File: src/rtl/score_pkg.sv
// Shared types and constants for the run-score path (tracker, scoreboard, top level).
package score_pkg;

  typedef enum logic [1:0] {
    S_IDLE = 2'd0,
    S_RUN  = 2'd1,
    S_OVER = 2'd2
  } state_e;

  localparam int SCORE_W       = 14;
  localparam int MAX_SCORE_DEF = 9999;

endpackage

File: src/rtl/tick_prescaler.sv
// Free-running divider producing a one-cycle tick every DIV enabled cycles.
module tick_prescaler #(
  parameter int DIV = 10_000_000
) (
  input  logic clk,
  input  logic rst,
  input  logic en,
  input  logic clr,
  output logic tick
);

  localparam int CW = $clog2(DIV);
  localparam logic [CW-1:0] LAST = CW'(DIV - 1);

  logic [CW-1:0] cnt_q;
  logic [CW-1:0] cnt_d;

  // Next count: clear wins over enable, wrap after the last count.
  always_comb begin
    cnt_d = cnt_q;
    if (clr) begin
      cnt_d = '0;
    end else if (en) begin
      cnt_d = (cnt_q == LAST) ? '0 : cnt_q + 1'b1;
    end
  end

  // Count register.
  always_ff @(posedge clk or posedge rst) begin
    if (rst) begin
      cnt_q <= '0;
    end else begin
      cnt_q <= cnt_d;
    end
  end

  assign tick = en & (cnt_q == LAST);

endmodule

File: src/rtl/score_tracker.sv
// Run score generator: distance ticks plus coin bonuses, saturating, with session high score.
module score_tracker
  import score_pkg::*;
#(
  parameter int TICK_DIV    = 10_000_000,
  parameter int COIN_POINTS = 10,
  parameter int MAX_SCORE   = MAX_SCORE_DEF
) (
  input  logic               clk,
  input  logic               rst,
  input  logic               start,
  input  logic               gameover,
  input  logic               coin,
  output logic [SCORE_W-1:0] score,
  output logic [SCORE_W-1:0] high_score,
  output logic               new_high,
  output logic               running,
  output logic               game_over
);

  state_e             state_q;
  logic [SCORE_W-1:0] score_q;
  logic [SCORE_W-1:0] score_d;
  logic [SCORE_W-1:0] high_q;
  logic               new_high_q;
  logic               running_q;
  logic               game_over_q;
  logic               coin_q;

  logic in_run;
  logic run_entry;
  logic tick;
  logic pickup;

  assign in_run    = (state_q == S_RUN);
  assign run_entry = start & ~in_run;
  assign pickup    = coin & ~coin_q & in_run;

  // Add this cycle's points in a width one bit wider than the score, then clamp.
  function automatic logic [SCORE_W-1:0] sat_add(input logic [SCORE_W-1:0] s,
                                                 input logic t, input logic p);
    logic [SCORE_W:0] sum;
    sum = {1'b0, s} + (SCORE_W+1)'(t) + (p ? (SCORE_W+1)'(COIN_POINTS) : '0);
    if (sum > (SCORE_W+1)'(MAX_SCORE)) begin
      return SCORE_W'(MAX_SCORE);
    end
    return sum[SCORE_W-1:0];
  endfunction

  tick_prescaler #(
    .DIV(TICK_DIV)
  ) u_prescaler (
    .clk (clk),
    .rst (rst),
    .en  (in_run),
    .clr (run_entry),
    .tick(tick)
  );

  assign score_d = sat_add(score_q, tick, pickup);

  // Coin level delayed by one cycle for rising-edge pickup detection, in every state.
  always_ff @(posedge clk or posedge rst) begin
    if (rst) begin
      coin_q <= 1'b0;
    end else begin
      coin_q <= coin;
    end
  end

  // Run FSM with score accumulation, high-score capture and registered state decodes.
  always_ff @(posedge clk or posedge rst) begin
    if (rst) begin
      state_q     <= S_IDLE;
      score_q     <= '0;
      high_q      <= '0;
      new_high_q  <= 1'b0;
      running_q   <= 1'b0;
      game_over_q <= 1'b0;
    end else begin
      case (state_q)
        S_IDLE, S_OVER: begin
          if (start) begin
            state_q     <= S_RUN;
            score_q     <= '0;
            new_high_q  <= 1'b0;
            running_q   <= 1'b1;
            game_over_q <= 1'b0;
          end
        end
        S_RUN: begin
          if (gameover) begin
            // The ending cycle's tick/pickup is dropped; compare the frozen score.
            state_q     <= S_OVER;
            running_q   <= 1'b0;
            game_over_q <= 1'b1;
            if (score_q > high_q) begin
              high_q     <= score_q;
              new_high_q <= 1'b1;
            end
          end else begin
            score_q <= score_d;
          end
        end
        default: begin
          state_q     <= S_IDLE;
          running_q   <= 1'b0;
          game_over_q <= 1'b0;
        end
      endcase
    end
  end

  assign score      = score_q;
  assign high_score = high_q;
  assign new_high   = new_high_q;
  assign running    = running_q;
  assign game_over  = game_over_q;

endmodule

File: config.mk
export PLATFORM = sky130hd
export DESIGN_NAME = score_tracker
export DESIGN_NICKNAME = d
export VERILOG_FILES = /design/src/rtl/score_pkg.sv /design/src/rtl/tick_prescaler.sv /design/src/rtl/score_tracker.sv
export SDC_FILE = /design/constraint.sdc
export NUM_CORES = 1
export LEC_CHECK = 0
export BUFFER_PORTS_ARGS = -buffer_cell sky130_fd_sc_hd__buf_4
export CAP_MARGIN = 5
export CORE_MARGIN = 8
export CORE_UTILIZATION = 59
export CTS_CLUSTER_DIAMETER = 50
export DETAILED_ROUTE_END_ITERATION = 10
export PLACE_DENSITY = 0.84
export REMOVE_ABC_BUFFERS = 1
export SLEW_MARGIN = 20
export SYNTH_ARGS = -nofsm -noshare
export SYNTH_HDL_FRONTEND = slang
export SYNTH_HIERARCHICAL = 1
export SYNTH_SLANG_ARGS = --single-unit
File: constraint.sdc
create_clock -name clk -period 4.8 [get_ports clk]
set_input_delay 0.96 -clock clk [delete_from_list [all_inputs] [get_ports clk]]
set_output_delay 0.96 -clock clk [all_outputs]
set_load 0.05 [all_outputs]
==> qor.yml, run 1 <==
detailed_routing:
  vias: 2991
  remaining_drc_errors: 0
  drtPass1Iterations: 6
  wl_per_cell_um: 17.0
  routed_wirelength_um: 8310
  viasPerCell: 6.10
  antenna_left: 0
  drt-initial-drc-count: 205
job:
  maxCapViolCount: 0
pwr:
  p_int_mw: 0.962
  power_density_nw_per_um2: 361
  switchingPower_mw: 0.500
  power_frac_comb_pct: 29.0
  switching_share_pct: 34.2
  p_total_mw: 1.46
  clkPwrFrac_pct: 32.2
  power_frac_seq_pct: 38.8
  ir_drop_uv: 216
  leakage_nw: 1.86
clock_network:
  cts.sinks: 57
  cts-root-buf: "clkbuf_8"
  cts_hold_buf: 0
  clockBufferDepth: 2
  cts_buffers: 9
  post_cts_resized: 0
  clk_pin_slew_ns: 0.06
  cts_tree: "yes"
  post_cts_buffers: 0
  clk_latency_ns: 0.34
  htree_levels: 3
logic_synthesis:
  synth_cell_types: 66
  ys_async_sr_fraction_pct: 100
  syn_avg_cell_area_um2: 9.55
  yosys_register_bits: 57
  synth-edff-count: 0
  synthFlopType: "dfrtp_1"
  synth_cells: 372
  syn_area_um2: 3550
  synth-seq-area-share_pct: 40.2
  yosysWarnings: 6
layout:
  postLayoutCellArea_um2: 4050
  multiInputGateArea_um2: 1930
  area_growth_pct: 14.0
  regArea_um2: 1430
  fillers: 451
  fin_cells: 490
  final_nets: 434
  final_util_pct: 68.8
  diodes: 0
  drive_gt1_share_pct: 23.1
sta:
  fmax_mhz: 225
  hold_viol: 0
  worst_slack_ns: 0.350
  fin_crit_ns: 4.45
  fin_skew_ns: 0.00784
  whs_ns: 0.514
  setup_tns_ns: 0
  maxSlewHeadroom_pct: 40.3
  finalCritPeriodShare_pct: 92.7
  tightest_slew_ns: 0.895
  setup_viol: 0
  rsz0062_at_grt: "false"
  maxSlewViolCount: 0
setup_path:
  end_kind: "register"
  crit_type: "register to register"
  worstSetupStartpointType: "register"
  crit_fanout: 13
  required_ns: 5.01
  crit_arrival_ns: 4.66
  critPathSlowestCell: "or4_1"
  slowest_delay_ns: 0.54
  crit_chain: "or4_1 -> or4_4 -> nor3_4 -> and2_1 -> ha_1 -> inv_1 -> fa_1 -> and3b_2 -> nor2_2 -> and3_1 -> a311o_1 -> o21ai_2 -> nor3_1 -> a211o_1"
grt:
  antenna_found_initial: 0
  grt.total_usage_pct: 20.0
  gr-total-overflow: 0
  grt_max_degree: 34
  grt_pass1_wl_um: 14000
  grt_pass1_vias: 2959
floorplanning:
  dieArea_um2: 8760
  die_w_um: 93.6
  std_cell_rows: 28
  num_io_pins: 36
  die_h_um: 93.6
  initial_core_util_pct: 60.3
  core_um2: 5890
placed_design:
  pre_cts_slack_ns: 0.414
  port_buffers: 35
  place_hpwl_um: 5800
  dpl_cell_area_um2: 3840
  dp_cells: 474
  gp_congestion: 0.870
run_status:
  status: "completed"
hold_path:
  hp-class: "register to register"
-- kinds of logic after synthesis --
group           after synthesis  share of synthesized area, %
simple gates                158                          24.8
flops                        57                          40.2
fa+ha+maj                    19                          6.91
compound gates               66                          13.4
buf+inv                      38                          5.46
xor+xnor                     20                          4.93
mux                          14                          4.40
-- path summary, 6_finish.rpt --
check	start	endpoint	slack (ns)	cells after the start
hold reg to reg	new_high	new_high	0.51	2
setup / recovery	u_prescaler/cnt_q[8]	score[5]	0.35	14
setup reg to reg	u_prescaler/cnt_q[8]	score[5]	0.35	14
hold / removal	new_high	new_high	0.51	2
min in group asynchronous	rst	score[11]	0.73	3
max in group asynchronous	rst	u_prescaler/cnt_q[10]	3.43	2
-- routing by layer --
| metal | wire [µm] | GRT usage [%] | vias up |
|---|---|---|---|
| met3 | 580 | 4.33 | 24 |
| met5 | 0 | 0 | - |
| li1 | - | - | 1403 |
| met2 | 4110 | 33.5 | 120 |
| met4 | 228 | 11.0 | 0 |
| met1 | 3390 | 23.4 | 1444 |
-- layout make-up --
cell class	count	area share, %
Inverter	26	2.41
Sequential cell	57	35.2
Tap cell	75	2.32
Clock inverter	2	0.865
Multi-Input combinational cell	277	47.7
Timing Repair Buffer	39	7.23
Clock buffer	14	4.26
-- registers in the layout, indices dropped and copies added, names as in the netlist --
| signal | count |
|---|---|
| u_prescaler/cnt_q | 24 |
| high_score | 14 |
| score | 14 |
| coin_q | 1 |
| game_over | 1 |
| new_high | 1 |
| running | 1 |
| state_q | 1 |
-- cells in the final DEF, fill, tap and decap left out, drive strengths merged, types with 5 or more instances in the layout --
cell type   n
dfrtp      57
nor2       42
buf        39
inv        26
nand2      26
nand3      20
ha         18
a21oi      17
nand4      15
xor2       14
clkbuf     14
mux2       13
o21ai      13
nor3       11
nor2b      10
and3        7
o21a        7
xnor2       6
nor4        5
-- worst max-delay path, delay by kind of cell (launching register included) --
kind	cells	cell delay [ns]
AO/OA/AOI/OAI	3	1.14
adder cells (fa/ha/maj)	2	0.59
buffers and inverters	1	0.06
flip-flops	1	0.42
AND/OR/NAND/NOR	8	2.10
-- cell usage after synthesis (2+ instances only) --
library cell,instances,share of area (%)
a211o_1,3,0.74
a21o_1,2,0.42
a21oi_1,17,2.4
a31oi_1,2,0.35
a32o_1,3,0.85
and3_1,7,1.2
buf_4,4,0.85
clkbuf_1,3,0.32
dfrtp_1,57,40
ha_1,18,6.3
inv_1,26,2.7
mux2_2,13,4.1
nand2_1,26,2.7
nand2b_1,3,0.53
nand3_1,20,2.8
nand3b_1,3,0.63
nand4_1,14,2.5
nor2_1,31,3.3
nor2_2,11,1.9
nor2b_1,10,1.8
nor3_1,9,1.3
nor3_4,2,0.92
nor3b_1,2,0.42
nor4_1,5,0.88
o2111ai_1,2,0.49
o21a_1,7,1.5
o21ai_0,9,1.3
o21ai_1,3,0.42
o221a_2,4,1.3
or2_2,2,0.35
xnor2_1,6,1.5
xor2_1,14,3.5
-- power by group through the flow --
stage	clock network [mW]	logic, mW	registers (mW)
5_1_grt	0.495	0.460	0.575
6_report	0.470	0.424	0.567
3_5_place_dp	0	0.424	0.575
3_3_place_gp	0	0.412	0.574
4_1_cts	0.476	0.427	0.567
2_1_floorplan	0	0.215	0.662
No activity file was read; power rests on OpenSTA's default activity.
==> inputs of run 2 (changes only) <==
PLACE_DENSITY = 0.8   (was 0.84)
==> run 2 against run 1 <==
  * Clock skew is 0.0022 ns higher
  * Critical path type unchanged
  * Flip-flop and latch count stayed put
  * Final cell count is 0.20% lower
  * Clock power is 5.3% lower
  * Critical path depth stayed put
  * Worst setup slack better by 0.13 ns
==> qor.yml, run 2 (synthesized netlist as in run 1, its figures left out) <==
setup_path:
  required_ns: 5.02
  slowest_delay_ns: 0.53
  r2r_setup_slack_ns: 0.48
  crit_buf_inv: 1
  cp.depth: 14
  worstSetupStartpointType: "register"
  r2r_cells: 14
  r2r_end: "score[12]"
  cpLargestDelayFamily: "simple AND/OR/NAND/NOR gates"
  r2r_start: "u_prescaler/cnt_q[8]"
  end_kind: "register"
  critPathSlowestCell: "or4_1"
  cp-startpoint: "u_prescaler/cnt_q[8]"
  cp-endpoint: "score[12]"
  crit_chain: "or4_1 -> or4_4 -> nor3_4 -> and2_1 -> ha_1 -> inv_1 -> fa_1 -> and3b_2 -> nor2_2 -> and3_1 -> a311o_1 -> o21ai_2 -> nor3_1 -> a211o_1"
  crit_fanout: 13
  crit_type: "register to register"
  crit_arrival_ns: 4.54
run_status:
  status: "completed"
placed_design:
  dpl_cell_area_um2: 3840
  gp_congestion: 0.926
  port_buffers: 35
  place_hpwl_um: 6000
clock_network:
  clk_pin_slew_ns: 0.06
  cts_tree: "yes"
  htree_levels: 3
  post_cts_resized: 0
  cts.sinks: 57
  post_cts_buffers: 0
  cts-root-buf: "clkbuf_8"
  cts_buffers: 9
  cts_hold_buf: 0
  clk_latency_ns: 0.34
  clockBufferDepth: 2
sta:
  fmax_mhz: 232
  finalCritPeriodShare_pct: 89.9
  fin_skew_ns: 0.0100
  rsz0062_at_grt: "false"
  fin_crit_ns: 4.32
  maxSlewViolCount: 0
  maxSlewHeadroom_pct: 40.9
  hold_viol: 0
  tightest_slew_ns: 0.886
  setup_viol: 0
  setup_tns_ns: 0
grt:
  grt.total_usage_pct: 19.6
  gr-total-overflow: 0
  antenna_found_initial: 0
  grt_pass1_wl_um: 13700
  grt_max_degree: 34
  grt_pass1_vias: 2961
floorplanning:
  die_w_um: 93.6
  std_cell_rows: 28
  core_um2: 5890
  initial_core_util_pct: 60.3
  die_h_um: 93.6
  dieArea_um2: 8760
  num_io_pins: 36
pwr:
  clkPwrFrac_pct: 31.0
  power_frac_seq_pct: 39.7
  switchingPower_mw: 0.489
  power_density_nw_per_um2: 355
  leakage_nw: 1.85
  p_int_mw: 0.943
  power_frac_comb_pct: 29.2
  ir_drop_uv: 259
  switching_share_pct: 34.2
layout:
  drive_gt1_share_pct: 23.2
  final_cell_mix: "dfrtp_1 (57), buf_4 (39), nor2_1 (31), inv_1 (26), nand2_1 (26)"
  postLayoutCellArea_um2: 4040
  diodes: 0
  largest-register: "u_prescaler/cnt_q"
  final_common_cell: "dfrtp_1"
  final_nets: 434
  area_growth_pct: 13.7
  largest_reg_flops: 24
detailed_routing:
  remaining_drc_errors: 0
  viasPerCell: 6.01
  vias: 2937
  routed_wirelength_um: 8110
  drt-initial-drc-count: 213
  wl_per_cell_um: 16.6
  drtPass1Iterations: 4
  antenna_left: 0
job:
  maxCapViolCount: 0
hold_path:
  hp-class: "register to register"
## run 2: cell count changes in the layout (fill, tap and decap cells not counted)
cell / delta
clkbuf_1: -1
clkinv_2: +1
clkbuf_8: -1
## run 2: worst min path at each step
stage / from / endpoint / cells after the start
final: new_high / new_high / 2
after global routing: new_high / new_high / 2
after CTS: new_high / new_high / 2
after detailed placement: new_high / new_high / 2
after global placement: new_high / new_high / 2
after floorplan: state_q[0] / running / 1
## run 2: per-layer routing
metal	up-vias	wire [µm]	share of wire, %	global-route usage, %
li1	1407	-	-	-
met1	1406	3350	41	22.5
met2	103	4010	49	32.3
met3	21	495	6.1	4.57
met4	0	255	3.1	12.2
met5	-	0	0	0
## run 2: layout make-up
cell class | count | area, µm²
sequential | 57 | 1430
clock inverter | 3 | 40.0
timing repair buffer | 39 | 293
multi-input combinational | 277 | 1930
inverter | 26 | 97.6
tap | 75 | 93.8
clock buffer | 12 | 155
fill | 463 | 1850
## run 2: metrics by stage
stage               total power [mW]  hold slack [ns]  cells  util [%]  worst slack [ns]
detailed placement              1.00            0.507    474      65.3             0.501
finish                          1.43            0.513    489      68.6             0.484
CTS                             1.45            0.517    489      68.6             0.503
global route                    1.52            0.555    489      68.6             0.261
floorplan                      0.877            0.475    360         -             0.633
global placement               0.988            0.504    474      65.3             0.577
## run 2: power by group through the flow
stage / clock network [mW] / logic (mW) / registers, mW
final: 0.445 / 0.418 / 0.569
after global routing: 0.477 / 0.465 / 0.575
after CTS: 0.458 / 0.425 / 0.568
after detailed placement: 0 / 0.423 / 0.577
after global placement: 0 / 0.414 / 0.574
after floorplan: 0 / 0.215 / 0.662
## run 2: worst register-to-register path, delay by kind of cell, from the launching register on
kind / cells / cell delay (ns)
DFF: 1 / 0.40
AOI/OAI and AO/OA: 3 / 1.11
and+or+nand+nor: 8 / 2.08
adders and majority gates: 2 / 0.57
buffers and inverters: 1 / 0.06
